## config.mk

```make
export PLATFORM = sky130hd
export DESIGN_NAME = rggen_response_collector
export DESIGN_NICKNAME = d
export VERILOG_FILES = /design/src/rtl/rggen_rtl_pkg.sv /design/src/rtl/rggen_response_collector_or_reducer.sv /design/src/rtl/rggen_response_collector.sv
export SDC_FILE = /design/constraint.sdc
export NUM_CORES = 1
export LEC_CHECK = 0
export BUFFER_PORTS_ARGS = -buffer_cell sky130_fd_sc_hd__clkbuf_2
export CORE_MARGIN = 4
export CORE_UTILIZATION = 40
export DETAILED_ROUTE_END_ITERATION = 16
export GPL_ROUTABILITY_DRIVEN = 0
export PLACE_DENSITY = 0.68
export REMOVE_ABC_BUFFERS = 1
export SLEW_MARGIN = 40
export SYNTH_ARGS = -nofsm -noshare
export SYNTH_HDL_FRONTEND = slang
export SYNTH_HIERARCHICAL = 1
export SYNTH_SLANG_ARGS = --single-unit
```

## constraint.sdc

```tcl
create_clock -name clk -period 5.95 [get_ports clk]
set_input_delay 0.595 -clock clk [delete_from_list [all_inputs] [get_ports clk]]
set_output_delay 0.595 -clock clk [all_outputs]
set_load 0.02 [all_outputs]
```

## src/rtl/rggen_rtl_pkg.sv

```systemverilog
// Shared types for the register-select response path.
//   rggen_status_e          : response status returned to the host
//   rggen_collector_state_e : transaction state of rggen_response_collector
package rggen_rtl_pkg;

  typedef enum logic [1:0] {
    RGGEN_OKAY         = 2'b00,
    RGGEN_SLAVE_ERROR  = 2'b10,
    RGGEN_DECODE_ERROR = 2'b11
  } rggen_status_e;

  typedef enum logic [1:0] {
    IDLE    = 2'b00,
    BUSY    = 2'b01,
    RESPOND = 2'b10
  } rggen_collector_state_e;

endpackage

```

## src/rtl/rggen_response_collector_or_reducer.sv

```systemverilog
// rggen_or_reducer: combinational OR of N masked WIDTH-bit slices.
//   i_data   : N packed slices, slice k at [k*WIDTH +: WIDTH]
//   i_mask   : per-slice enable
//   o_result : OR of every slice whose mask bit is set (0 when none)
module rggen_or_reducer #(
  parameter int WIDTH = 1,
  parameter int N     = 1
) (
  input  logic [N*WIDTH-1:0] i_data,
  input  logic [N-1:0]       i_mask,
  output logic [WIDTH-1:0]   o_result
);

  always_comb begin
    o_result = '0;
    for (int k = 0; k < N; k++) begin
      if (i_mask[k]) begin
        o_result = o_result | i_data[k*WIDTH +: WIDTH];
      end
    end
  end

endmodule

```

## src/rtl/rggen_response_collector.sv

```systemverilog
// rggen_response_collector: host-side end of the register-select path.
// Accepts one command at a time, strobes the single selected register,
// waits (bounded) for its ready, and returns a status plus read data.
//   clk, rst_n             : clock, asynchronous active-low reset
//   i_command_valid/write  : host command request and direction
//   o_command_ready        : high while idle
//   o_response_valid/ready : response handshake
//   o_response_status      : OKAY / SLAVE_ERROR (timeout) / DECODE_ERROR
//   o_response_read_data   : captured read data (0 for writes and errors)
//   o_register_valid       : access strobe, high for every BUSY cycle
//   i_register_select      : per-register address match
//   i_register_ready       : per-register access done
//   i_register_read_data   : packed read data, slot k at [k*DATA_WIDTH +: DATA_WIDTH]
module rggen_response_collector
  import rggen_rtl_pkg::*;
#(
  parameter int DATA_WIDTH      = 32,
  parameter int TOTAL_REGISTERS = 1,
  parameter int TIMEOUT_CYCLES  = 16
) (
  input  logic                                  clk,
  input  logic                                  rst_n,
  input  logic                                  i_command_valid,
  input  logic                                  i_command_write,
  output logic                                  o_command_ready,
  output logic                                  o_response_valid,
  input  logic                                  i_response_ready,
  output logic [1:0]                            o_response_status,
  output logic [DATA_WIDTH-1:0]                 o_response_read_data,
  output logic                                  o_register_valid,
  input  logic [TOTAL_REGISTERS-1:0]            i_register_select,
  input  logic [TOTAL_REGISTERS-1:0]            i_register_ready,
  input  logic [TOTAL_REGISTERS*DATA_WIDTH-1:0] i_register_read_data
);

  localparam int CNT_W = $clog2(TIMEOUT_CYCLES + 1);
  localparam logic [CNT_W-1:0] LAST_COUNT = CNT_W'(TIMEOUT_CYCLES - 1);

  rggen_collector_state_e   state;
  rggen_collector_state_e   state_next;
  logic [CNT_W-1:0]         counter;
  logic [CNT_W-1:0]         counter_next;
  rggen_status_e            status;
  rggen_status_e            status_next;
  logic [DATA_WIDTH-1:0]    read_data;
  logic [DATA_WIDTH-1:0]    read_data_next;

  logic [TOTAL_REGISTERS-1:0] hit_mask;
  logic                       hit_any;
  logic [DATA_WIDTH-1:0]      hit_read_data;

  // Exactly one decoder match is required; zero or several is a decode error.
  function automatic logic is_one_hot(input logic [TOTAL_REGISTERS-1:0] v);
    int n;
    n = 0;
    for (int k = 0; k < TOTAL_REGISTERS; k++) begin
      if (v[k]) n++;
    end
    return (n == 1);
  endfunction

  // Ready from a register that is not selected must never complete the access.
  assign hit_mask = i_register_select & i_register_ready;

  rggen_or_reducer #(
    .WIDTH (1),
    .N     (TOTAL_REGISTERS)
  ) u_hit_reducer (
    .i_data   (i_register_select),
    .i_mask   (i_register_ready),
    .o_result (hit_any)
  );

  rggen_or_reducer #(
    .WIDTH (DATA_WIDTH),
    .N     (TOTAL_REGISTERS)
  ) u_read_data_reducer (
    .i_data   (i_register_read_data),
    .i_mask   (hit_mask),
    .o_result (hit_read_data)
  );

  always_ff @(posedge clk or negedge rst_n) begin
    if (!rst_n) begin
      state     <= IDLE;
      counter   <= '0;
      status    <= RGGEN_OKAY;
      read_data <= '0;
    end else begin
      state     <= state_next;
      counter   <= counter_next;
      status    <= status_next;
      read_data <= read_data_next;
    end
  end

  always_comb begin
    state_next     = state;
    counter_next   = counter;
    status_next    = status;
    read_data_next = read_data;
    case (state)
      IDLE: begin
        if (i_command_valid) begin
          if (is_one_hot(i_register_select)) begin
            state_next   = BUSY;
            counter_next = '0;
          end else begin
            state_next     = RESPOND;
            status_next    = RGGEN_DECODE_ERROR;
            read_data_next = '0;
          end
        end
      end
      BUSY: begin
        // A ready arriving on the timeout cycle still counts as success.
        if (hit_any) begin
          state_next     = RESPOND;
          status_next    = RGGEN_OKAY;
          read_data_next = i_command_write ? '0 : hit_read_data;
        end else if (counter == LAST_COUNT) begin
          state_next     = RESPOND;
          status_next    = RGGEN_SLAVE_ERROR;
          read_data_next = '0;
        end else begin
          counter_next = counter + CNT_W'(1);
        end
      end
      RESPOND: begin
        if (i_response_ready) begin
          state_next = IDLE;
        end
      end
      default: begin
        state_next = IDLE;
      end
    endcase
  end

  // All outputs are decoded straight from flops, so reset reaches them
  // asynchronously.
  assign o_command_ready      = (state == IDLE);
  assign o_register_valid     = (state == BUSY);
  assign o_response_valid     = (state == RESPOND);
  assign o_response_status    = status;
  assign o_response_read_data = read_data;

endmodule

```

After elaboration in Yosys (flattened, before gate mapping). Index checks and enable logic that the tools add are counted.

Mux-type cells: 26. Add/sub/neg operators: 1. $mul: 0. Divide/modulo/power cells: 0. Bitwise operators: 1. Order comparisons: 0. Reductions and logical operators: 5. Shift-type cells: 0. Eq/ne operators: 11.

Operator list (number): $mux W32 (8); $pmux W32 S2 (1); $eq A32 B2 Y1 const B (1); $mux W5 (4); $mux W2 (8); $pmux W5 S2 (1); $ne A2 B2 Y1 const B (4); $pmux W2 S3 (1); $add A5 B1 Y5 const B (1); $eq A5 B4 Y1 const B (1); $reduce_and A5 Y1 (1); $ne A2 B1 Y1 const B (2); $pmux W2 S2 (1); $reduce_and A4 Y1 (1); $ne A3 B1 Y1 const B (1); $reduce_and A3 Y1 (1); $eq A2 B1 Y1 const B (1); $eq A2 B2 Y1 const B (1); $logic_not A2 Y1 (1); $mux W1 (2); $reduce_bool A2 Y1 (1); $and A1 B1 Y1 (1).

Register bits after elaboration: 41. ROM bits: 0. Bits in latches: 0. Memories kept: 0. Input bits: 39. RAM bits: 0.

Logic depth before layout (Yosys ltp). Gate-level depths: netlist of run 1.

Word-level depth: 7. Gate-level depth with buffers: 7.

Cells and area by module. The synthesis of run 1 kept the hierarchy.

Modules (own cells, without submodules): rggen_response_collector (instances 1, cells each 113, area each 1652.8 sq um); rggen_or_reducer (u_read_data_reducer) (instances 1, cells each 35, area each 255.2 sq um); rggen_or_reducer (u_hit_reducer) (instances 1, cells each 1, area each 6.3 sq um).

Worst setup path after synthesis of run 1. OpenSTA, ideal clock, no wires.

Path kind: reg2reg. From: register counter[0]. To: register counter[4]. Data arrival time: 1.744 ns. Stages on the path, launching flop included: 8. Clock period less this slack: 1.869 ns. Slack: 4.081 ns. Required time: 5.825 ns. Cell sequence: dfrtp_1 ha_1 and3_1 ha_1 nor4b_4 a31oi_4 inv_2 mux2_4.

Word-level cells in the longest chain between the ends: 4. Elaborated cells on any way between the ends: 7. Those cells by class: add/sub (1); eq/ne (2); mux (3); reduce/logical (1).

RTL lines: from (decl) (line rggen_response_collector.sv:41) `logic [CNT_W-1:0] counter;`; from (signal assigned) (line rggen_response_collector.sv:91) `counter <= counter_next;`; $add A5 B1 Y5 (line rggen_response_collector.sv:126) `counter_next = counter + CNT_W'(1);`; $mux W5 (line rggen_response_collector.sv:121) `end else if (counter == LAST_COUNT) begin`; $mux W5 (line rggen_response_collector.sv:117) `if (hit_any) begin`; $pmux W5 S2 (line rggen_response_collector.sv:102) `case (state)`.

Parallel ways exist; a longest one is shown, timed or not. The select of a mux whose other input is x is not followed. A chain may end at the register's enable or synchronous reset.

Final worst setup path of run 1.
From: register counter[0]. To: register read_data[25], in the netlist o_response_read_data[25].

Word-level cells in the longest chain between the ends: 3.

RTL lines: $eq A5 B4 Y1 (line rggen_response_collector.sv:121); $ne A3 B1 Y1 (no source line); $reduce_and A4 Y1 (no source line); to (signal assigned) (line rggen_response_collector.sv:93) `read_data <= read_data_next;`; to (decl) (line rggen_response_collector.sv:45) `logic [DATA_WIDTH-1:0] read_data;`.

No other way between the ends.

==> results of run 1 <==
## logic make-up (layout without fill, tap and decap cells)
| family | count (synthesis) | in the layout |
|---|---|---|
| AO/OA/AOI/OAI | 44 | 44 |
| adder cells (fa/ha/maj) | 2 | 2 |
| buffers and inverters | 14 | 90 |
| flip-flops | 41 | 41 |
| multiplexers | 2 | 2 |
| AND/OR/NAND/NOR | 46 | 46 |
## flip-flops by register name, indices dropped and copies added, names as in the netlist
| signal | flops |
|---|---|
| counter | 5 |
| o_response_read_data | 32 |
| o_response_status | 2 |
| state | 2 |
## report_power, final
part | switching, mW | internal [mW] | total, mW
sequential | 0.0356 | 0.317 | 0.353
combinational | 0.139 | 0.100 | 0.240
clock | 0.0861 | 0.137 | 0.223
## path summary, 6_finish.rpt
check | start | end | slack (ps) | depth (start not counted)
hold / removal | rst_n | o_response_read_data[15] | 320 | 1
setup / recovery | counter[0] | o_response_read_data[25] | 3830 | 7
hold reg to reg | o_response_read_data[12] | o_response_read_data[12] | 510 | 1
max in group asynchronous | rst_n | state[0] | 5270 | 1
setup reg to reg | counter[0] | o_response_read_data[25] | 3830 | 7
min in group clk | i_response_ready | state[1] | 480 | 2
## worst register-to-register path: cells and delay by family (launching register included)
| kind | cells | cell delay, ps |
|---|---|---|
| AO/OA/AOI/OAI | 2 | 600 |
| adder cells (fa/ha/maj) | 2 | 430 |
| buffers and inverters | 1 | 230 |
| flip-flops | 1 | 400 |
| AND/OR/NAND/NOR | 2 | 400 |
## cell type report
type / instances / area share
Multi-Input combinational cell: 94 / 0.3309
Tap cell: 52 / 0.02676
Clock buffer: 7 / 0.03551
Timing Repair Buffer: 77 / 0.1647
Inverter: 5 / 0.007720
Sequential cell: 41 / 0.4220
Clock inverter: 1 / 0.01235
## layout by cell type (no fill, tap or decap), types with 2 or more instances in the layout
cell type and instances:
clkbuf_2 74, dfrtp_1 41, and2_2 33, a22o_1 32
clkbuf_8 6, inv_1 4, nor2_1 3, a21oi_1 3
and3_1 2, o21ai_0 2, ha_1 2
## through the flow
stage	util	area (um2)
after detailed placement	0.5106	2300
after CTS	0.5364	2416
final	0.5397	2431
after global routing	0.5397	2431
after floorplan	-	1848
after global placement	0.5097	2296
## metal layers
metal  up-vias  track usage
li1        684            -
met1       597       0.1933
met2        52       0.1995
met3         4      0.04801
met4         0      0.03203
met5         -            0
==> run summary, run 1 <==
H-Tree Level Count: 2
Count leader, synth: dfrtp_1
Largest delay share family, worst path: compound AO/OA/AOI/OAI gates
Fill cell count: 394
Antenna Nets Post-Route: 0
DRC viols: 0
Cts hold-fix bufs: 0
Worst EP arrival: 2340 ps
Final std cells w/o fill: 277
Minimum clock period: 2124 ps
Async set or reset register ratio after synthesis: 1.000
Initial antenna violation count: 0
Primary FF master, synth: dfrtp_1
Crit share post-route: 0.3569
Fin. Hold Viols: 0
Vias in the first global route: 1391
Post-CTS setup repair buffer count: 0
Post-synth EDFFs: 0
Main area contributors after synthesis: dfrtp_1 (54%), a22o_1 (15%), and2_2 (13%), buf_6 (1.8%), a2bb2oi_4 (1.4%)
Top-area cell type share of the netlist area: 0.5359
Maximum vdd drop: 131.9 uV
CP dominant cell by count: ha_1
Global-route wire length before repair: 6644 um
Clk_skew: 5.220 ps
Delay of the slowest cell on the worst path: 430 ps
Share of layout cells above drive strength 1: 0.5644
Status: finished clean
IO Pins: 76
Slowest cell on crit path: a2bb2oi_4
Via count: 1337
Cts repair resizes: 0
Clk root buf: clkbuf_8
Max layer used: met4
Maxcap violations: 0
Wire per inst: 14.15 um
LEAKAGE: 1.312 nW
Post-Place Cells: 268
DRT iter0 DRCs: 31
Crit path cell chain: ha_1, and3_1, ha_1, nor2_1, a2bb2oi_4, buf_8, a22o_1
Grt ovf: 0
Simple-gate area share of the yosys netlist: 0.1869
Mapped Area: 0.001914 mm2
WL met3: 276 um
RSZ-0062 raised after global routing: no
Main combinational cell family by area after synthesis: compound AO/OA/AOI/OAI gates
Slew headroom: 0.6477
Cell variety after synth: 31
Total power: 815.1 uW
Achievable frequency: 470.9 MHz
Core area: 0.004504 mm2
Setup_tns: 0 ps
TritonCTS clock tree: done
Hold Path Class: input port to async pin
Area growth from synthesis to layout: 26.99%
Initial Utilization: 0.4250
Mux share of post-synthesis cell area: 0.01373
Fin nets: 265
CTS buffer count: 5
Crit path launch type: register
HPWL Detailed: 2661 um
Final setup fails: 0
CP Capture Type: register
Antenna Cells: 0
Register area: 0.001026 mm2
Most area-hungry cell type in the Yosys netlist: dfrtp_1
Req. time, crit path: 6170 ps
Largest net degree at the start of global routing: 42
XOR/XNOR Fraction of Synth Area: 0
Overall Global Routing Usage: 0.1365
Power Density: 335.3 mW/mm2
Worst-margin pin slew: 528.4 ps
Mapped Cells: 149
Wire length on met1: 1977 um
Clock slew at reported path FFs: 70 ps
Avg Cell Area, Syn: 12.85 um2
Yosys reg bits: 41
Via density: 4.827
Seq/Total Area, Yosys: 0.5359
Pre-CTS setup slack: 3680 ps
Area of the multi-input gates: 804.5 um2
CTS Buffer Depth: 2
Ys Warns: 6
Count of input and output buffers: 75
DR pass1 iterations: 4
Adder-cell share of the synthesized area: 0.01307
Compound-Gate Fraction of Synth Area: 0.2059
Crit path max fanout: 18
Die X: 77.18 um
WL final: 3919 um
# clock sinks: 41
Rows: 24
Die height: 77.18 um
Worst Setup Path Type: register to register
Worst Path Buf+Inv: 1
DIE AREA: 0.005957 mm2
Clk_lat worst skew: 280 ps
Final WS setup: 3826 ps
Post-synth top cells: dfrtp_1 (41), a22o_1 (32), and2_2 (32)
Slew Limit Fails: 0
Hold WS: 317.6 ps
DR WL met2: 1640 um
No activity file was read; power rests on OpenSTA's default activity.
==> run 2: changes to the inputs <==
Clock period 5.95 ns to 2.1 ns, I/O delays scaled along.
==> run 2 against run 1 <==
Effect of this change:
- via count up 3.5%
- utilization up 0.31 points
- cell count up 1.4%
- clock skew about the same
- largest power group unchanged
==> run summary, run 2 (synthesized netlist as in run 1, its figures left out) <==
Hold path depth: 2
Die X: 77.18 um (unchanged)
Clock slew at reported path FFs: 70 ps (about the same)
Initial Utilization: 0.4250 (unchanged)
Minimum clock period: 1907 ps (-217.0 ps)
Initial antenna violation count: 0 (unchanged)
Req. time, crit path: 2270 ps (-3900 ps)
CTS buffer count: 5 (unchanged)
Crit path launch type: register
Maxcap violations: 0 (unchanged)
H-Tree Level Count: 2 (unchanged)
Clk_lat worst skew: 280 ps (about the same)
DRC viols: 0 (unchanged)
Achievable frequency: 524.5 MHz (+11%)
DIE AREA: 0.005957 mm2 (unchanged)
Most frequent cells in the layout: clkbuf_2 (75), dfrtp_1 (41), and2_2 (33)
Die height: 77.18 um (unchanged)
Grt ovf: 0 (unchanged)
GR peak layer: met2
Global-route wire length before repair: 6762 um (+1.8%)
Worst Setup Path Type: register to register
Largest net degree at the start of global routing: 42 (unchanged)
HPWL Detailed: 2763 um (+3.8%)
Clk root buf: clkbuf_8
DRT iter0 DRCs: 77 (+150%)
RSZ-0062 raised after global routing: no
CP Capture Type: register
GRT met2 Usage: 0.2081 (+0.008636)
TritonCTS clock tree: done
Via count: 1384 (+3.5%)
Worst-margin pin slew: 500.8 ps (-27.65 ps)
Crit path max fanout: 4 (-14)
Clk_skew: 5.276 ps (+0.05673 ps)
Antenna Cells: 0 (unchanged)
Maximum vdd drop: 336.2 uV (+150%)
Overall Global Routing Usage: 0.1412 (+0.004643)
Slew headroom: 0.6661 (+0.01843)
Count of input and output buffers: 75 (unchanged)
Met3 Use GR: 0.05152 (+0.003513)
Post-CTS setup repair buffer count: 0 (unchanged)
CTS Buffer Depth: 2 (unchanged)
Core area: 0.004504 mm2 (unchanged)
Final std cells w/o fill: 281 (+1.4%)
Setup_tns: 0 ps (unchanged)
Wire per inst: 13.87 um (-2.0%)
IO Pins: 76 (unchanged)
Worst EP arrival: 2080 ps (-260 ps)
Fin nets: 269 (+1.5%)
Antenna Nets Post-Route: 0 (unchanged)
LEAKAGE: 1.325 nW (+1.0%)
Met1 Use GR: 0.1955 (+0.002214)
Final setup fails: 0 (unchanged)
Status: finished clean
Worst-case reg-to-reg path depth: 7 (unchanged)
Crit share post-route: 0.9080 (+0.5510)
Share of layout cells above drive strength 1: 0.5677 (+0.003241)
Fin. Hold Viols: 0 (unchanged)
Rows: 24 (unchanged)
Slew Limit Fails: 0 (unchanged)
# clock sinks: 41 (unchanged)
Vias in the first global route: 1420 (+2.1%)
Total power: 2.211 mW (+170%)
WL final: 3897 um (-0.56%)
Hold Path Class: input port to register
Commonest non-fill, non-tap cell in the layout: clkbuf_2
Post-Place Cells: 272 (+1.5%)
DR pass1 iterations: 4 (unchanged)
Power Density: 904.5 mW/mm2 (+170%)
Via density: 4.925 (+2.0%)
Area growth from synthesis to layout: 27.71%
Max reg flops: 32 (unchanged)
[run 2: changes by cell type in the layout (fill, tap and decap cells not counted), sizes merged]
cell | previous run | this run
buf | 2 | 5
bufinv | 1 | 0
clkbuf | 82 | 81
clkinv | 0 | 2
dlygate4sd3 | 0 | 1
[run 2: through the flow]
stage / hold WS (ps) / cell area, um2 / worst slack [ps] / util
floorplan: -85.59 / 1848 / 133.4 / -
global placement: 307.7 / 2351 / 245.7 / 0.5219
detailed placement: 308.6 / 2352 / 194.0 / 0.5222
CTS: 82.41 / 2445 / 185.8 / 0.5428
global route: 83.56 / 2445 / 104.4 / 0.5428
finish: 88.71 / 2445 / 193.2 / 0.5428
[run 2: worst max-delay path, stage by stage (launching register included)]
cell     delay, ps
dfrtp_1        410
ha_1           230
and3_1         180
ha_1           210
nor4b_4        300
a31oi_4         80
inv_2           90
mux2_4         290
[run 2: cell type report]
class                      count  area (um2)
fill                         379        2059
sequential                    41        1026
multi-input combinational     94       804.5
timing repair buffer          81       447.9
clock buffer                   6       72.57
tap                           52       65.06
inverter                       5       18.77
clock inverter                 2       10.01
[run 2: final timing paths]
kind / from / to / slack [ps]
min: i_response_ready / state[1] / 90
max: counter[0] / counter[4] / 190
min in group asynchronous: rst_n / o_response_status[1] / 510
min reg2reg: o_response_read_data[21] / o_response_read_data[21] / 510
max reg2reg: counter[0] / counter[4] / 190
max in group asynchronous: rst_n / state[0] / 1240
[run 2: power breakdown]
part	switching, mW	internal [mW]
logic	0.407	0.322
clock network	0.257	0.230
registers	0.0970	0.898
total	0.761	1.45
[run 2: per-layer routing]
layer  vias to the layer above  share of wire
met1                       639           0.48
met3                         5          0.076
met4                         0         0.0074
li1                        687              -
met5                         -              0
met2                        53           0.43
[run 2: what timing repair did]
item | 4_1_cts | 5_1_grt
hold endpoints to repair | 40 | 0
gates resized for setup | 0 | 0
hold buffers | 1 | 0
endpoints found under the setup margin | 0 | 0
